==> src/rtl/regfile_pkg.sv <==
// regfile_pkg: shared write-source encoding and default register file geometry
package regfile_pkg;
  localparam int DEF_DATA_W = 32;
  localparam int DEF_ADDR_W = 5;
  localparam logic WB_SRC_PC4 = 1'b0;
  localparam logic WB_SRC_MEM = 1'b1;
endpackage

==> src/rtl/regfile_mp_if.sv <==
// regfile_mp_if: read, write-back and reservation bus of the register file
interface regfile_mp_if #(
  parameter int DATA_W = 32,
  parameter int ADDR_W = 5,
  parameter int NUM_RD = 2
);
  logic [NUM_RD-1:0]        rd_en;
  logic [NUM_RD*ADDR_W-1:0] rd_addr;
  logic [NUM_RD*DATA_W-1:0] rd_data;
  logic [NUM_RD-1:0]        rd_busy;
  logic                     wr_en;
  logic [ADDR_W-1:0]        wr_addr;
  logic                     wr_sel;
  logic [DATA_W-1:0]        wr_pc4;
  logic [DATA_W-1:0]        wr_mem;
  logic                     rsv_en;
  logic [ADDR_W-1:0]        rsv_addr;
  logic [2**ADDR_W-1:0]     busy_vec;
  logic [ADDR_W:0]          pend_cnt;
  modport master (
    output rd_en, rd_addr, wr_en, wr_addr, wr_sel, wr_pc4, wr_mem, rsv_en, rsv_addr,
    input  rd_data, rd_busy, busy_vec, pend_cnt
  );
  modport slave (
    input  rd_en, rd_addr, wr_en, wr_addr, wr_sel, wr_pc4, wr_mem, rsv_en, rsv_addr,
    output rd_data, rd_busy, busy_vec, pend_cnt
  );
endinterface

==> src/rtl/regfile_mp_scoreboard.sv <==
// regfile_scoreboard: pending-write busy bits with set-over-clear priority and live count
module regfile_scoreboard #(
  parameter int ADDR_W   = 5,
  parameter int ZERO_REG = 1
) (
  input  logic                 clk,
  input  logic                 rst,
  input  logic                 i_rsv_en,
  input  logic [ADDR_W-1:0]    i_rsv_addr,
  input  logic                 i_wr_en,
  input  logic [ADDR_W-1:0]    i_wr_addr,
  output logic [2**ADDR_W-1:0] o_busy_next,
  output logic [2**ADDR_W-1:0] o_busy_vec,
  output logic [ADDR_W:0]      o_pend_cnt
);
  localparam int DEPTH = 2**ADDR_W;
  localparam int CW = ADDR_W + 1;
  logic [DEPTH-1:0] r_busy, w_set, w_clr;
  logic [CW-1:0]    r_cnt;
  logic             w_inc, w_dec;
  // a reservation beats a write-back on the same register: a new producer is in flight
  always_comb begin
    w_set = '0;
    w_clr = '0;
    if (i_rsv_en && !(ZERO_REG != 0 && i_rsv_addr == '0)) w_set[i_rsv_addr] = 1'b1;
    if (i_wr_en) w_clr[i_wr_addr] = 1'b1;
    o_busy_next = (r_busy & ~w_clr) | w_set;
    w_inc = |(w_set & ~r_busy);
    w_dec = |(w_clr & r_busy & ~w_set);
  end
  // busy bits and their population count move together each edge
  always_ff @(posedge clk or posedge rst)
    if (rst) begin
      r_busy <= '0;
      r_cnt  <= '0;
    end else begin
      r_busy <= o_busy_next;
      r_cnt  <= r_cnt + CW'(w_inc) - CW'(w_dec);
    end
  assign o_busy_vec = r_busy;
  assign o_pend_cnt = r_cnt;
endmodule

==> src/rtl/regfile_mp.sv <==
// regfile_mp: multi-read-port register file with write-back mux, bypass and RAW scoreboard
module regfile_mp
  import regfile_pkg::*;
#(
  parameter int DATA_W   = DEF_DATA_W,
  parameter int ADDR_W   = DEF_ADDR_W,
  parameter int NUM_RD   = 2,
  parameter int ZERO_REG = 1,
  parameter int BYPASS   = 1
) (
  input logic          clk,
  input logic          rst,
  regfile_mp_if.slave  bus
);
  localparam int DEPTH = 2**ADDR_W;
  localparam bit ZR = ZERO_REG != 0;
  localparam bit BP = BYPASS != 0;
  logic [DATA_W-1:0] r_mem [DEPTH];
  logic [DATA_W-1:0] r_rd [NUM_RD];
  logic [NUM_RD-1:0] r_rb;
  logic [DEPTH-1:0]  w_busy_next, w_busy_vec;
  logic [ADDR_W:0]   w_pend_cnt;
  logic [DATA_W-1:0] w_wd;
  logic              w_wr_ok;
  assign w_wd = (bus.wr_sel == WB_SRC_MEM) ? bus.wr_mem : bus.wr_pc4;
  assign w_wr_ok = bus.wr_en && !(ZR && bus.wr_addr == '0);
  regfile_scoreboard #(.ADDR_W(ADDR_W), .ZERO_REG(ZERO_REG)) u_sb (
    .clk        (clk),
    .rst        (rst),
    .i_rsv_en   (bus.rsv_en),
    .i_rsv_addr (bus.rsv_addr),
    .i_wr_en    (bus.wr_en),
    .i_wr_addr  (bus.wr_addr),
    .o_busy_next(w_busy_next),
    .o_busy_vec (w_busy_vec),
    .o_pend_cnt (w_pend_cnt)
  );
  // register storage; writes to the hardwired zero register are dropped
  always_ff @(posedge clk or posedge rst)
    if (rst) for (int k = 0; k < DEPTH; k++) r_mem[k] <= '0;
    else if (w_wr_ok) r_mem[bus.wr_addr] <= w_wd;
  for (genvar g = 0; g < NUM_RD; g++) begin : g_rd
    logic [ADDR_W-1:0] w_ra;
    logic [DATA_W-1:0] w_rd;
    assign w_ra = bus.rd_addr[g*ADDR_W +: ADDR_W];
    assign w_rd = (ZR && w_ra == '0) ? '0 :
                  (BP && w_wr_ok && w_ra == bus.wr_addr) ? w_wd : r_mem[w_ra];
    // registered read data and busy flag, held while the port is idle
    always_ff @(posedge clk or posedge rst)
      if (rst) begin
        r_rd[g] <= '0;
        r_rb[g] <= 1'b0;
      end else if (bus.rd_en[g]) begin
        r_rd[g] <= w_rd;
        r_rb[g] <= w_busy_next[w_ra];
      end
  end
  // pack per-port results onto the bus
  always_comb begin
    bus.rd_data = '0;
    for (int p = 0; p < NUM_RD; p++) bus.rd_data[p*DATA_W +: DATA_W] = r_rd[p];
  end
  assign bus.rd_busy  = r_rb;
  assign bus.busy_vec = w_busy_vec;
  assign bus.pend_cnt = w_pend_cnt;
endmodule

==> src/flat_wrapper.sv <==
// flat-port wrapper written by rule: the top's interface ports become plain ports
module regfile_mp_flat import regfile_pkg::*;
#(
  parameter int DATA_W   = DEF_DATA_W,
  parameter int ADDR_W   = DEF_ADDR_W,
  parameter int NUM_RD   = 2,
  parameter int ZERO_REG = 1,
  parameter int BYPASS   = 1
)
  (clk, rst, bus_rd_en, bus_rd_addr, bus_wr_en, bus_wr_addr, bus_wr_sel, bus_wr_pc4, bus_wr_mem, bus_rsv_en, bus_rsv_addr, bus_rd_data, bus_rd_busy, bus_busy_vec, bus_pend_cnt);
  regfile_mp_if #(.DATA_W(DATA_W), .ADDR_W(ADDR_W), .NUM_RD(NUM_RD)) bus_i ();
  input logic clk;
  input logic rst;
  input wire logic [$bits(bus_i.rd_en)-1:0] bus_rd_en;
  input wire logic [$bits(bus_i.rd_addr)-1:0] bus_rd_addr;
  input wire logic [$bits(bus_i.wr_en)-1:0] bus_wr_en;
  input wire logic [$bits(bus_i.wr_addr)-1:0] bus_wr_addr;
  input wire logic [$bits(bus_i.wr_sel)-1:0] bus_wr_sel;
  input wire logic [$bits(bus_i.wr_pc4)-1:0] bus_wr_pc4;
  input wire logic [$bits(bus_i.wr_mem)-1:0] bus_wr_mem;
  input wire logic [$bits(bus_i.rsv_en)-1:0] bus_rsv_en;
  input wire logic [$bits(bus_i.rsv_addr)-1:0] bus_rsv_addr;
  output wire logic [$bits(bus_i.rd_data)-1:0] bus_rd_data;
  output wire logic [$bits(bus_i.rd_busy)-1:0] bus_rd_busy;
  output wire logic [$bits(bus_i.busy_vec)-1:0] bus_busy_vec;
  output wire logic [$bits(bus_i.pend_cnt)-1:0] bus_pend_cnt;
  assign bus_i.rd_en = bus_rd_en;
  assign bus_i.rd_addr = bus_rd_addr;
  assign bus_i.wr_en = bus_wr_en;
  assign bus_i.wr_addr = bus_wr_addr;
  assign bus_i.wr_sel = bus_wr_sel;
  assign bus_i.wr_pc4 = bus_wr_pc4;
  assign bus_i.wr_mem = bus_wr_mem;
  assign bus_i.rsv_en = bus_rsv_en;
  assign bus_i.rsv_addr = bus_rsv_addr;
  assign bus_rd_data = bus_i.rd_data;
  assign bus_rd_busy = bus_i.rd_busy;
  assign bus_busy_vec = bus_i.busy_vec;
  assign bus_pend_cnt = bus_i.pend_cnt;
  regfile_mp #(.DATA_W(DATA_W), .ADDR_W(ADDR_W), .NUM_RD(NUM_RD), .ZERO_REG(ZERO_REG), .BYPASS(BYPASS)) u_core (.clk(clk), .rst(rst), .bus(bus_i));
endmodule
==> config.mk <==
export PLATFORM = sky130hd
export DESIGN_NAME = regfile_mp_flat
export DESIGN_NICKNAME = d
export VERILOG_FILES = /design/src/rtl/regfile_pkg.sv /design/src/rtl/regfile_mp_if.sv /design/src/rtl/regfile_mp_scoreboard.sv /design/src/rtl/regfile_mp.sv /design/src/flat_wrapper.sv
export SDC_FILE = /design/constraint.sdc
export NUM_CORES = 2
export LEC_CHECK = 0
export ABC_AREA = 0
export ABC_CLOCK_PERIOD_IN_PS = 43000
export BUFFER_PORTS_ARGS = -buffer_cell sky130_fd_sc_hd__clkbuf_2
export CORE_AREA = 2 2 302 363
export DETAILED_ROUTE_END_ITERATION = 16
export DIE_AREA = 0 0 304 365
export PLACE_DENSITY = 0.74
export SETUP_SLACK_MARGIN = 0.4
export SLEW_MARGIN = 10
export SYNTH_ARGS = -nofsm -noshare
export SYNTH_HDL_FRONTEND = slang
export SYNTH_SLANG_ARGS = --single-unit
==> constraint.sdc <==
create_clock -name clk -period 43 [get_ports clk]
set_input_delay 10.75 -clock clk [delete_from_list [all_inputs] [get_ports clk]]
set_output_delay 10.75 -clock clk [all_outputs]
set_load 0.01 [all_outputs]
==> parameters.txt <==
Parameter                              Value

Worst setup path
  CP max FO ... 77
  Launching point of the worst reg2reg path ... u_core.u_sb.o_busy_vec[25]
  Data required time at the worst endpoint ... 43.57 ns
  Path depth of the worst reg2reg path ... 14
  Worst-case register-to-register setup slack ... 39.89 ns
  Setup CP Type ... input pin to flop
  CP arrival ... 14.83 ns
  Crit end category ... flop
  Category of the worst setup path launch point ... input pin
  Worst reg2reg endpoint ... u_core.u_sb.o_pend_cnt[4]

Finish
  Final core utilization ... 0.595
  Final cell count without fillers ... 6727
  Number of nets in the layout ... 5332
  Area Overhead vs Synth ... 9.14%
  Antenna Diode Count ... 0
  Most common cell after layout, fill and taps aside ... dfrtp_1
  Highest-count cells in the layout ignoring fill and taps ... 1128 x dfrtp_1, 719 x a21oi_1, 694 x nor2_1
  Fraction of final layout cells sized beyond drive strength 1 ... 0.189

Routing
  Total number of vias ... 46200
  Antenna Violating Nets Remaining ... 0
  Routed Wire Length ... 189 mm
  Count of routing violations after the opening detailed-route iteration ... 5793
  DRC violation count after routing ... 0
  Number of vias per cell after detailed routing ... 6.86
  Total iterations of the first detailed-routing run ... 7
  Mean routed wirelength per cell ... 28.2 µm

STA
  Hold violation count in the final report ... 0
  Worst setup skew after layout ... 0.0227 ns
  Setup-violating endpoint count in the final report ... 0
  Slack of the critical path ... 28.74 ns
  RSZ-0062 raised after global routing ... no
  Share of the clock period used by the worst path ... 0.332
  Shortest clock period the worst path allows after layout ... 14.26 ns
  Final count of pins violating max slew ... 0
  Highest clock rate ... 0.0701 GHz
  Total Negative Setup Slacks ... 0 ns
  Headroom to the max-slew limit ... 0.166
  Actual transition at the worst max-transition pin ... 1.23 ns

Placement
  Placer's final routability congestion estimate ... 0.982
  Total half-perimeter wirelength after legalization and detailed placement ... 104 mm
  Total instance count after detailed placement ... 6529
  Placement Setup Slack ... 27.99 ns
  Number of port buffers ... 194

Power
  Power density cells ... 50.7 nW/µm²
  VDD IR-drop max ... 0.0000367 V
  P_leak ... 0.0273 µW

Run status
  Outcome ... completed

Clock tree
  Hold_buf cts ... 0
  Setup repair bufs after CTS ... 0
  Clock slew at the register clock pins of the worst setup and hold paths ... 0.06 ns
  Longest Clk Path Bufs ... 3
  Root cell of the clock tree ... clkbuf_16
  CTS-repair resized insts ... 0
  Number of buffers inserted during clock tree synthesis ... 110
  H-Tree Level Count ... 3
  Clock tree from TritonCTS ... yes
  Clock latency reported for the late side of the worst-skew pair ... 0.70 ns
  Number of clock sinks seen by CTS ... 1128

Floorplanning
  Overall die height ... 365 µm
  Initial Util ... 0.545
  Area enclosed by the die boundary ... 111000 µm²
  Area of the core region ... 108000 µm²
  Top-Level Pins ... 195
  X dimension of the die ... 304 µm
  Row count ... 132

Worst hold path
  Worst hold start ... u_core.r_mem[1014]
  Hold Path Stages ... 0
  Hold EP ... u_core.r_mem[1014]
  Type of the most critical hold path ... flop to flop

Yosys
  Net count after synthesis ... 5520
  Top flip-flop cell by instance count after synthesis ... dfrtp_1
  Share of async-settable or async-resettable flops after synthesis ... 1.00
  Number of instances in the synthesized netlist ... 5422
  Sequential fraction of the synthesis area ... 0.481
  Post-synthesis cell area ... 58600 µm²
  Flop and latch count out of synthesis ... 1128
  Number of warnings reported in the yosys synthesis log ... 0
  Number of enable flip-flop cells after synthesis ... 0
  Avg Inst Size Synth ... 10.8 µm²
  Unique masters post-synth ... 69

Global routing
  Global-route wire length before repair ... 284 mm
  Global-route usage over all layers ... 0.341
  Total global routing overflow ... 0
  Via count of the first global-routing pass ... 45900
  Maximum number of pins on one net before global-route repair ... 169
  Initial antenna violation count ... 2

Job
  Maxcap violations ... 0
==> per-stage QoR <==
step	hold slack, ns	area (µm²)	power, µW
floorplan	0.449	58600	2010
global placement	0.384	60300	2190
detailed placement	0.388	60300	2230
CTS	0.402	64000	3230
global route	0.406	64000	3380
finish	0.403	64000	3240
==> synthesized netlist by cell type (all sizes together) (5+ instances only) <==
master,instances,share of area
dfrtp,1128,0.48
a21oi,719,0.061
nor2,715,0.046
o21ai,468,0.040
mux4,453,0.17
clkbuf,446,0.029
nand2,416,0.027
mux2i,268,0.046
buf,150,0.013
a221oi,96,0.014
a22oi,66,0.0085
inv,58,0.0037
nand3,48,0.0041
o211ai,48,0.0061
o22ai,48,0.0051
a22o,33,0.0049
o21a,32,0.0041
a211o,30,0.0045
and2,30,0.0032
mux2,27,0.0052
xnor2,13,0.0019
nand4,11,0.0012
nor3,9,0.00077
a211oi,8,0.0010
nor2b,8,0.00085
and3,7,0.00075
ha,6,0.0013
nand2b,6,0.00064
nand4b,6,0.0010
a21o,5,0.00064
a31oi,5,0.00053
nand4bb,5,0.00096
==> final cells by class <==
type / instances / area [µm²]
Tap cell: 1407 / 1760
Clock buffer: 157 / 3200
Sequential cell: 1128 / 28200
Timing Repair Buffer: 296 / 1850
Clock inverter: 41 / 520
Inverter: 58 / 229
Fill cell: 8467 / 43500
Multi-Input combinational cell: 3640 / 28200
==> worst max path at each step <==
stage | to | slack [ns] | cells past startpoint | start
6_report | u_core.bus.rd_data[35] | 28.74 | 8 | bus_rd_addr[5]
3_5_place_dp | u_core.r_mem[243] | 27.99 | 6 | rst
2_1_floorplan | u_core.bus.rd_busy[0] | 0.48 | 1 | rst
5_1_grt | u_core.r_mem[279] | 28.19 | 6 | rst
3_3_place_gp | u_core.r_mem[146] | 28.02 | 6 | rst
4_1_cts | u_core.r_mem[1014] | 28.73 | 6 | rst
==> critical path, stage by stage <==
cell and delay (ns):
buf_8 0.66, buf_4 0.76, buf_4 0.83, mux4_2 0.61, mux4_2 0.49, and2_1 0.17
a211o_1 0.27, a22o_1 0.18
==> kinds of logic after synthesis <==
group / synth area share
fa+ha+maj: 0.00162
compound gates: 0.155
flops: 0.481
xor+xnor: 0.00224
mux: 0.225
simple gates: 0.0893
buf+inv: 0.0451
==> report_power, final <==
part | internal (µW) | switching (µW)
Sequential | 1300 | 198
Combinational | 378 | 361
Clock | 582 | 428
==> layer usage <==
layer	vias up	wire [µm]	track usage
li1	19400	-	-
met1	23200	69300	0.438
met2	2867	88200	0.544
met3	719	20000	0.0754
met4	4	11900	0.191
met5	-	30	0
==> state kept, by name, summed over array words and instances, names as in the netlist <==
name	cells
u_core.r_mem	1024
u_core.bus.rd_data	64
u_core.u_sb.o_busy_vec	32
u_core.u_sb.o_pend_cnt	6
u_core.bus.rd_busy	2
Power figures use the tool's default switching activity.
